[src/rtl/ml_seq_pkg.sv]
// Shared types and default frame geometry for the ML frame sequencer.
package ml_seq_pkg;

  typedef enum logic [2:0] {
    RECV      = 3'd0,
    START     = 3'd1,
    WAIT      = 3'd2,
    SEND_RD   = 3'd3,
    SEND_HOLD = 3'd4
  } state_t;

  localparam int unsigned DEF_NUM_IN_WORDS  = 723;
  localparam int unsigned DEF_NUM_OUT_WORDS = 64;
  localparam int unsigned DEF_NUM_LAYERS    = 2;
  localparam int unsigned DEF_DATA_W        = 8;
  localparam int unsigned DEF_IN_ADDR_W     = 10;
  localparam int unsigned DEF_OUT_ADDR_W    = 6;

endpackage

[src/rtl/ml_frame_sequencer.sv]
// Frame-level control of the ML stream coprocessor: receive a frame into the input RAM,
// run the MAC engine once per layer, then stream the result labels out with TLAST.
module ml_frame_sequencer
  import ml_seq_pkg::*;
#(
  parameter int unsigned NUM_IN_WORDS  = DEF_NUM_IN_WORDS,
  parameter int unsigned NUM_OUT_WORDS = DEF_NUM_OUT_WORDS,
  parameter int unsigned NUM_LAYERS    = DEF_NUM_LAYERS,
  parameter int unsigned DATA_W        = DEF_DATA_W,
  parameter int unsigned IN_ADDR_W     = DEF_IN_ADDR_W,
  parameter int unsigned OUT_ADDR_W    = DEF_OUT_ADDR_W,
  localparam int unsigned LAYER_W      = (NUM_LAYERS > 1) ? $clog2(NUM_LAYERS) : 1
) (
  input  logic                  ACLK,
  input  logic                  ARESETN,
  output logic                  S_AXIS_TREADY,
  input  logic [31:0]           S_AXIS_TDATA,
  input  logic                  S_AXIS_TLAST,
  input  logic                  S_AXIS_TVALID,
  output logic                  M_AXIS_TVALID,
  output logic [31:0]           M_AXIS_TDATA,
  output logic                  M_AXIS_TLAST,
  input  logic                  M_AXIS_TREADY,
  output logic                  in_ram_we,
  output logic [IN_ADDR_W-1:0]  in_ram_addr,
  output logic [DATA_W-1:0]     in_ram_wdata,
  output logic                  eng_start,
  output logic [LAYER_W-1:0]    eng_layer,
  input  logic                  eng_done,
  output logic                  res_ram_rd,
  output logic [OUT_ADDR_W-1:0] res_ram_addr,
  input  logic [DATA_W-1:0]     res_ram_rdata,
  output logic                  busy,
  output logic                  tlast_err
);

  localparam logic [IN_ADDR_W-1:0]  IN_LAST    = IN_ADDR_W'(NUM_IN_WORDS - 1);
  localparam logic [OUT_ADDR_W-1:0] OUT_LAST   = OUT_ADDR_W'(NUM_OUT_WORDS - 1);
  localparam logic [LAYER_W-1:0]    LAYER_LAST = LAYER_W'(NUM_LAYERS - 1);

  state_t                state;
  logic [IN_ADDR_W-1:0]  in_cnt;
  logic [OUT_ADDR_W-1:0] out_cnt;
  logic                  fresh;
  logic [DATA_W-1:0]     data_q;
  logic                  in_hs;
  logic                  in_last;
  logic                  out_hs;
  logic [DATA_W-1:0]     out_data;
  logic                  unused_tdata_hi;

  assign in_hs   = S_AXIS_TREADY & S_AXIS_TVALID;
  assign in_last = (in_cnt == IN_LAST);
  assign out_hs  = M_AXIS_TVALID & M_AXIS_TREADY;

  // Input RAM writes follow the handshake directly; TREADY is a register, so nothing leaks during reset.
  assign in_ram_we    = in_hs;
  assign in_ram_addr  = in_cnt;
  assign in_ram_wdata = in_hs ? S_AXIS_TDATA[DATA_W-1:0] : '0;

  // Result RAM data arrives in the first SEND_HOLD cycle; afterwards the captured copy is held.
  assign out_data     = fresh ? res_ram_rdata : data_q;
  assign M_AXIS_TDATA = 32'(out_data);

  assign unused_tdata_hi = ^S_AXIS_TDATA[31:DATA_W];

  always_ff @(posedge ACLK or negedge ARESETN) begin
    if (!ARESETN) begin
      state         <= RECV;
      in_cnt        <= '0;
      out_cnt       <= '0;
      S_AXIS_TREADY <= 1'b0;
      M_AXIS_TVALID <= 1'b0;
      M_AXIS_TLAST  <= 1'b0;
      eng_start     <= 1'b0;
      eng_layer     <= '0;
      res_ram_rd    <= 1'b0;
      res_ram_addr  <= '0;
      busy          <= 1'b0;
      tlast_err     <= 1'b0;
      fresh         <= 1'b0;
      data_q        <= '0;
    end else begin
      eng_start  <= 1'b0;
      res_ram_rd <= 1'b0;
      fresh      <= 1'b0;
      if (fresh) data_q <= res_ram_rdata;

      case (state)
        RECV: begin
          S_AXIS_TREADY <= 1'b1;
          if (in_hs) begin
            busy <= 1'b1;
            if (S_AXIS_TLAST != in_last) tlast_err <= 1'b1;
            if (in_last) begin
              in_cnt        <= '0;
              S_AXIS_TREADY <= 1'b0;
              eng_layer     <= '0;
              eng_start     <= 1'b1;
              state         <= START;
            end else begin
              in_cnt <= in_cnt + IN_ADDR_W'(1);
            end
          end
        end

        START: state <= WAIT;

        WAIT: begin
          if (eng_done) begin
            if (eng_layer == LAYER_LAST) begin
              out_cnt      <= '0;
              res_ram_rd   <= 1'b1;
              res_ram_addr <= '0;
              state        <= SEND_RD;
            end else begin
              eng_layer <= eng_layer + LAYER_W'(1);
              eng_start <= 1'b1;
              state     <= START;
            end
          end
        end

        SEND_RD: begin
          M_AXIS_TVALID <= 1'b1;
          M_AXIS_TLAST  <= (out_cnt == OUT_LAST);
          fresh         <= 1'b1;
          state         <= SEND_HOLD;
        end

        SEND_HOLD: begin
          if (out_hs) begin
            M_AXIS_TVALID <= 1'b0;
            M_AXIS_TLAST  <= 1'b0;
            if (M_AXIS_TLAST) begin
              out_cnt       <= '0;
              busy          <= 1'b0;
              S_AXIS_TREADY <= 1'b1;
              state         <= RECV;
            end else begin
              out_cnt      <= out_cnt + OUT_ADDR_W'(1);
              res_ram_rd   <= 1'b1;
              res_ram_addr <= out_cnt + OUT_ADDR_W'(1);
              state        <= SEND_RD;
            end
          end
        end

        default: state <= RECV;
      endcase
    end
  end

endmodule

[config.mk]
export PLATFORM = sky130hd
export DESIGN_NAME = ml_frame_sequencer
export DESIGN_NICKNAME = d
export VERILOG_FILES = /design/src/rtl/ml_seq_pkg.sv /design/src/rtl/ml_frame_sequencer.sv
export SDC_FILE = /design/constraint.sdc
export NUM_CORES = 1
export LEC_CHECK = 0
export ABC_AREA = 0
export BUFFER_PORTS_ARGS = -buffer_cell sky130_fd_sc_hd__buf_4
export CORE_MARGIN = 8
export CORE_UTILIZATION = 41
export DETAILED_ROUTE_END_ITERATION = 10
export HOLD_SLACK_MARGIN = 0.05
export PLACE_DENSITY = 0.76
export SETUP_SLACK_MARGIN = 0.15
export SLEW_MARGIN = 20
export SYNTH_ARGS = -nofsm -noshare
export SYNTH_HDL_FRONTEND = slang
export SYNTH_SLANG_ARGS = --single-unit
[constraint.sdc]
create_clock -name ACLK -period 1.6 [get_ports ACLK]
set_input_delay 0.08 -clock ACLK [delete_from_list [all_inputs] [get_ports ACLK]]
set_output_delay 0.08 -clock ACLK [all_outputs]
set_load 0.02 [all_outputs]
# After elaboration in Yosys (flattened, before gate mapping)
# Index checks and enable logic that the tools add are counted.
# classes
n_addsub	3
reduce_logical	14
bitwise_logic	2
eq_ne	14
mux	46
# ops
op	count
2-to-1 mux 6 bit	6
one-hot mux 6 bit (2 select lines)	2
2-to-1 mux 1 bit	21
2-to-1 mux 8 bit	2
AND reduction 4 bit	4
one-hot mux 3 bit (5 select lines)	1
!= test 2 bit, second input constant	7
one-hot mux 1 bit (2 select lines)	7
2-to-1 mux 3 bit	4
adder 10 x 1 -> 10 bit, second input constant	1
== test 10 bit, second input constant	1
2-to-1 mux 10 bit	1
nonzero test 2 bit	4
adder 6 x 1 -> 6 bit, second input constant	1
== test 3 x 2 -> 1 bit, second input constant	2
== test 6 bit, second input constant	1
AND reduction 3 bit	2
AND reduction 5 bit	1
2-to-1 mux 2 bit	2
AND reduction 2 bit	2
== test 3 x 1 -> 1 bit, second input constant	1
== test 3 bit, second input constant	1
zero test 3 bit	1
AND 1 bit	2
other kinds (2)	2
# word_totals
out_inout_bits	65
ff_bits	42
word_cells	93
input_bits	46

# Longest topological paths before layout
# Gate-level depths: netlist of run 1.
# logic_depth
depth_word	4
mapped_depth	7
ltp_nobuf	6

# Least setup slack after synthesis of run 1
# OpenSTA, ideal clock, no wires.
# synth_timing
path_type	flip-flop to flip-flop
startpoint	reg in_cnt[0], in the netlist in_ram_addr[0]
endpoint	reg state[0]
setup_time_ps	131
path_stages_with_launch	8
required_time_ps	1469
period_less_slack_ps	1755
n_path_buf	1
path_slack_ps	-155
arrival_time_ps	1624
cell_sequence	dfrtp_1 -> inv_1 -> ha_1 -> nand3b_1 -> nor4_1 -> and2_1 -> buf_2 -> or3_1
# synth_between
elab_chain_len	3
# synth_rtl
element	line	text
start: declaration	ml_frame_sequencer.sv:42	logic [IN_ADDR_W-1:0] in_cnt;
start signal: assignment	ml_frame_sequencer.sv:102	in_cnt <= in_cnt + IN_ADDR_W'(1);
== test 10 bit	ml_frame_sequencer.sv:53	assign in_last = (in_cnt == IN_LAST);
!= test 2 bit (no line)	--	
AND reduction 4 bit (no line)	--	
end signal: assignment	ml_frame_sequencer.sv:69	state <= RECV;
end signal: assignment	ml_frame_sequencer.sv:100	state <= START;
end signal: assignment	ml_frame_sequencer.sv:107	START: state <= WAIT;
end: declaration	ml_frame_sequencer.sv:41	state_t state;
# Every way passes these cells.
# A chain may end at the register's enable or synchronous reset.

# Final worst setup path of run 1
# layout_timing
startpoint	reg state[1]
endpoint	reg out_cnt[4]
# layout_between
elab_chain_len	3
word_cells_on_any_way	8
classes_between	5 x eq/ne; 1 x mux; 2 x reduce/logical
# layout_rtl
element	line	text
== test 3 x 2 -> 1 bit or == test 3 bit (tied branches)	ml_frame_sequencer.sv:89	case (state)
!= test 2 bit (no line) or nonzero test 2 bit (tied branches)	--	
AND reduction 4 bit (no line)	--	
end signal: assignment	ml_frame_sequencer.sv:141	out_cnt <= out_cnt + OUT_ADDR_W'(1);
end: declaration	ml_frame_sequencer.sv:43	logic [OUT_ADDR_W-1:0] out_cnt;
# Several ways; a longest one is shown, not always the timed one.

==> results.cfg, run 1 <==
[synth]
synth.avg_cell_area_sq_um = 10.3
synthDistinctLibCells = 39
yosysMostFrequentCell = dfrtp_1
synth_top_area_cell = dfrtp_1
yosysSeqAreaShare_pct = 48.7
async_reset_ff_share_pct = 100
synth-seq-cells = 42
syn_area_sq_um = 2160
netlist_instances = 209
synth_top_area_share_pct = 48.7
synth_edf_count = 0
synth_top_cells_by_area = dfrtp_1, buf_4, mux2_2
ys_top_cells_by_count = dfrtp_1, buf_4, nor2_1, nand2_1, a21oi_1
yosys_warnings = 0
synth_flop_cell = dfrtp_1

[detailed_routing]
wire_per_inst_microns = 14.7
ant_nets = 0
drc_errors = 0
routed_wl_mm = 5.49
first_pass_iters = 4
vias = 1787
vias_per_cell = 4.79
drt_iter0_markers = 65

[timing]
setup_viol = 0
rsz0062_at_grt = yes
fin_worst_skew_ns = 0.0123
holdWs_ns = 0.0888
max_freq_ghz = 0.657
hold_viol = 0
tns_ns = 0
slew_headroom_pct = 64.8
period_needed_ns = 1.52
slew_violations = 0
tightest_slew_ns = 0.529
finalCritPeriodShare_pct = 95.1

[floorplanning]
die_y_microns = 88.6
core_sq_um = 5110
rows = 26
start_util_pct = 42.3
fp.dieW_microns = 88.6
ios = 111
die-area_sq_um = 7840

[final_layout]
multi_input_area_sq_um = 1090
syn_to_final_growth_pct = 44.6
layout.nets = 351
seq_area_sq_um = 1060
antenna_cells = 0
final_util_pct = 61.1
stdcell_count = 373
layout-drive-gt1-share_pct = 43.2
fillCellCount = 440

[critical_path]
start_kind = register
worstSetupEndpointType = register
crit_path_frequent_cell = or3_4
required_ns = 1.82
worstPathArrival_ns = 1.74
r2r_slack_ns = 0.08
cpPeakStageDelay_ns = 0.42
cp_cell_sequence = or2_4 > or3_4 > or3_4 > o21ai_2
worstSetupPathType = reg -> reg
crit_buf_inv = 0
cp_slowest_cell = dfrtp_1
path_max_fanout = 5
critPathTopFamily = simple AND/OR/NAND/NOR gates

[run_status]
status = completed

[place]
port_buffers = 62
place_hpwl_mm = 3.89
gp_congestion = 0.778
dp_cells = 350

[grt]
grt_usage_pct = 13.9
grt_max_degree = 43
grt_first_pass_wirelength_mm = 8.60
antenna_found_initial = 0
grt_overflow = 0
grt_pass1_vias = 1810

[power_and_ir_drop]
power_density_nw_per_um2 = 879
ir_drop_mv = 0.521
finalPower_w = 0.00274
p_leak_nw = 1.55

[clock_network]
root_buffer = clkbuf_8
cts_tree = done
clock_latency_ns = 0.30
cts_sinks = 42
cts_inserted_buffers = 5
clkSlewWorstSetupHoldPaths_ns = 0.08
htree_levels = 2
cts.path.max_buffers = 2

[run]
cap_violations = 0

[hold_path]
hold_path.class = in -> reg
-- worst reg2reg max path, delay by kind of cell (launching register included) --
family,cells,cell delay [ns]
AOI/OAI and AO/OA,1,0.06
DFF,1,0.42
and+or+nand+nor,3,0.98
-- routing by layer --
| layer | vias up | GRT usage (%) | share of wire [%] |
|---|---|---|---|
| met5 | - | 0 | 0 |
| met4 | 0 | 3.38 | 1.4 |
| met3 | 9 | 3.81 | 6.5 |
| met2 | 53 | 24.6 | 52 |
| met1 | 865 | 16.2 | 40 |
| li1 | 860 | - | - |
-- cell families (layout without fill, tap and decap cells) --
kind of cell	count (synthesis)	after routing	share of synthesized area, %
AND/OR/NAND/NOR	75	75	19.9
XOR/XNOR	11	11	4.46
multiplexers	9	9	4.64
flip-flops	42	42	48.7
adder cells (fa/ha/maj)	3	3	1.74
AO/OA/AOI/OAI	31	31	9.27
other	1	24	0.174
buffers and inverters	37	108	11.1
-- cells in the final DEF (no fill, tap or decap), types with 7 or more instances in the layout --
cell type / instances
buf_4: 79
conb_1: 24
nand2_1: 11
dfrtp_1: 36
mux2_2: 7
dlygate4sd3_1: 9
and3_1: 8
xnor2_1: 7
a21oi_1: 7
nor2_1: 13
a21o_1: 7
-- layout make-up --
type | count | share of cell area, %
clock inverter | 1 | 0.962
clock buffer | 7 | 2.77
inverter | 7 | 0.842
sequential | 42 | 33.9
tap | 70 | 2.81
timing repair buffer | 93 | 23.7
multi-input combinational | 153 | 35.0
-- state kept, by name (all words and copies together) (netlist names), 3 cells and up --
name / flops
res_ram_addr: 6
in_ram_addr: 10
data_q: 8
out_cnt: 6
state: 3
-- timing repair --
action	CTS	global route
setup endpoints to repair	21	27
cloned	0	0
pin swaps	4	12
hold buffers	9	0
endpoints found under the hold margin	50	0
gates resized for setup	8	26
setup buffers	3	3
-- report_power, final --
part	switching, W	internal (W)	total [W]
Clock	0.000368	0.000509	0.000878
Combinational	0.000370	0.000279	0.000649
Sequential	0.0000907	0.00113	0.00122
Total	0.000829	0.00191	0.00274
-- worst paths after layout --
kind / from / endpoint / cells past startpoint
max in group asynchronous: ARESETN / M_AXIS_TVALID / 2
min in group asynchronous: ARESETN / tlast_err / 2
hold / removal: M_AXIS_TREADY / state[2] / 4
setup reg to reg: state[1] / out_cnt[4] / 4
setup / recovery: state[1] / out_cnt[4] / 4
hold reg to reg: tlast_err / tlast_err / 1
-- through the flow --
step / cell area (sq um) / setup slack, ns
global route: 3120 / 0.0288
finish: 3120 / 0.0780
detailed placement: 2730 / -0.0335
global placement: 2730 / 0.00693
CTS: 2990 / 0.0969
floorplan: 2280 / 0.00688
No activity file was read; power rests on OpenSTA's default activity.
==> inputs of run 2 (changes only) <==
Settings changed: CORE_UTILIZATION 41 to 35, PLACE_DENSITY 0.76 to 0.67.
==> run 2 against run 1 <==
Effect of this change: global-route usage decreased by 1.8 points; sequential share of layout area decreased by 0.054 points; register-to-register slack about the same; power fell by 6.2%; routed wire length rose by 0.24%; final cell count grew 0.80%; largest cell class unchanged; highest routed layer unchanged.
==> results.cfg, run 2 (same netlist as run 1, synthesis figures left out) <==
[run_status]
status = completed

[timing]
setup_viol = 0
max_freq_ghz = 0.661
finalCritPeriodShare_pct = 94.5
slew_violations = 0
layout_setup_ws_ns = 0.0877
tightest_slew_ns = 0.530
slew_headroom_pct = 64.7
period_needed_ns = 1.51
rsz0062_at_grt = yes
hold_viol = 0
holdWs_ns = 0.0979
fin_worst_skew_ns = 0.00348

[power_and_ir_drop]
pwr-share-clk_pct = 25.2
swShare_pct = 32.8
p_leak_nw = 1.54
seq_power_share_pct = 47.6
power_density_nw_per_um2 = 823
ir_drop_mv = 0.612
p_sw_w = 0.000844
internal_power_w = 0.00173
comb_power_share_pct = 27.2

[grt]
grt_overflow = 0
antenna_found_initial = 0
grt_max_degree = 43
grt_usage_pct = 12.2
grt_first_pass_wirelength_mm = 8.73
grt_pass1_vias = 1742

[critical_path]
cp_cell_sequence = and4bb_2 > nand3_4 > or4_4 > a21oi_2
required_ns = 1.82
cpPeakStageDelay_ns = 0.42
start_kind = register
critPathTopFamily = simple AND/OR/NAND/NOR gates
path_max_fanout = 5
worstSetupEndpointType = register
worstSetupPathType = reg -> reg
crit_buf_inv = 0
worstPathArrival_ns = 1.74
cp_slowest_cell = dfrtp_1

[final_layout]
final_cell_mix = buf_4, dfrtp_1, conb_1, nor2_1, nand2_1
syn_to_final_growth_pct = 44.8
multi_input_area_sq_um = 1140
seq_area_sq_um = 1060
final_common_cell = buf_4
finalInstanceArea_sq_um = 3130
stdcell_count = 376
layout.nets = 350
fillCellCount = 562
antenna_cells = 0
largest_register_ffs = 10
layout-drive-gt1-share_pct = 43.5

[floorplanning]
die-area_sq_um = 8930
fp.dieW_microns = 94.5
core_sq_um = 5960
die_y_microns = 94.5
start_util_pct = 36.2
rows = 28
ios = 111

[clock_network]
cts_tree = done
clock_latency_ns = 0.29
clkSlewWorstSetupHoldPaths_ns = 0.08
cts.path.max_buffers = 2
htree_levels = 2
cts_sinks = 42
root_buffer = clkbuf_8
cts_inserted_buffers = 5

[detailed_routing]
first_pass_iters = 4
drc_errors = 0
vias = 1770
routed_wl_mm = 5.50
wire_per_inst_microns = 14.6
vias_per_cell = 4.71
drt_iter0_markers = 79
ant_nets = 0

[run]
cap_violations = 0

[place]
pre_cts_slack_ns = -0.00392
place_hpwl_mm = 3.84
placed_area_sq_um = 2730
gp_congestion = 0.820
port_buffers = 62
dp_cells = 354

[hold_path]
hold_path.class = in -> reg
-- run 2: cell types whose count changed in the layout (fill, tap and decap cells not counted), sizes merged --
cell	previous run	this run
bufinv	1	0
clkbuf	7	5
clkinv	0	2
buf	84	83
-- run 2: power by group through the flow --
stage	logic, W	clock network, W	registers [W]
after floorplan	0.000243	0	0.00132
after CTS	0.000614	0.000683	0.00121
after detailed placement	0.000562	0	0.00123
after global placement	0.000556	0	0.00122
final	0.000701	0.000648	0.00122
after global routing	0.000756	0.000732	0.00123
-- run 2: metal layers --
layer	wire length, microns	share of wire [%]	GRT usage [%]
met2	2840	52	20.6
met4	44	0.80	2.34
met5	0	0	0
met3	394	7.2	4.52
met1	2230	40	14.5
-- run 2: area by class of cell --
type                            instances  share of cell area [%]
Inverter                                7                   0.841
Tap cell                               75                    3.00
Clock inverter                          2                   0.320
Multi-Input combinational cell        153                    36.3
Timing Repair Buffer                   92                    23.4
Clock buffer                            5                    2.20
Sequential cell                        42                    33.9
-- run 2: tightest hold or removal path, cell delays in order --
cell     delay, ns
buf_4         0.11
nand2_1       0.05
nand2_1       0.05
o21ai_0       0.06
-- run 2: metrics by stage --
step	total power [W]	util [%]	TNS, ns
detailed placement	0.00179	45.9	-0.00392
global route	0.00272	52.5	0
global placement	0.00178	45.9	0
CTS	0.00250	49.8	0
finish	0.00257	52.5	0
floorplan	0.00156	-	0
-- run 2: path summary, 6_finish.rpt --
path | start | end | slack [ns] | cells after the start
worst min-delay path | M_AXIS_TREADY | state[2] | 0.1 | 4
min in group asynchronous | ARESETN | in_ram_addr[0] | 0.31 | 2
worst max register to register | state[1] | in_ram_addr[9] | 0.09 | 4
max in group asynchronous | ARESETN | fresh | 0.90 | 2
worst min register to register | tlast_err | tlast_err | 0.47 | 1
worst max-delay path | state[1] | in_ram_addr[9] | 0.09 | 4
-- run 2: timing repair --
item / CTS / global route
pin swaps: 4 / 10
cloned: 0 / 0
gates resized for setup: 8 / 33
hold buffers: 9 / 0
buffers inserted: 4 / 2
hold endpoints to repair: 50 / 0
endpoints found under the setup margin: 21 / 30
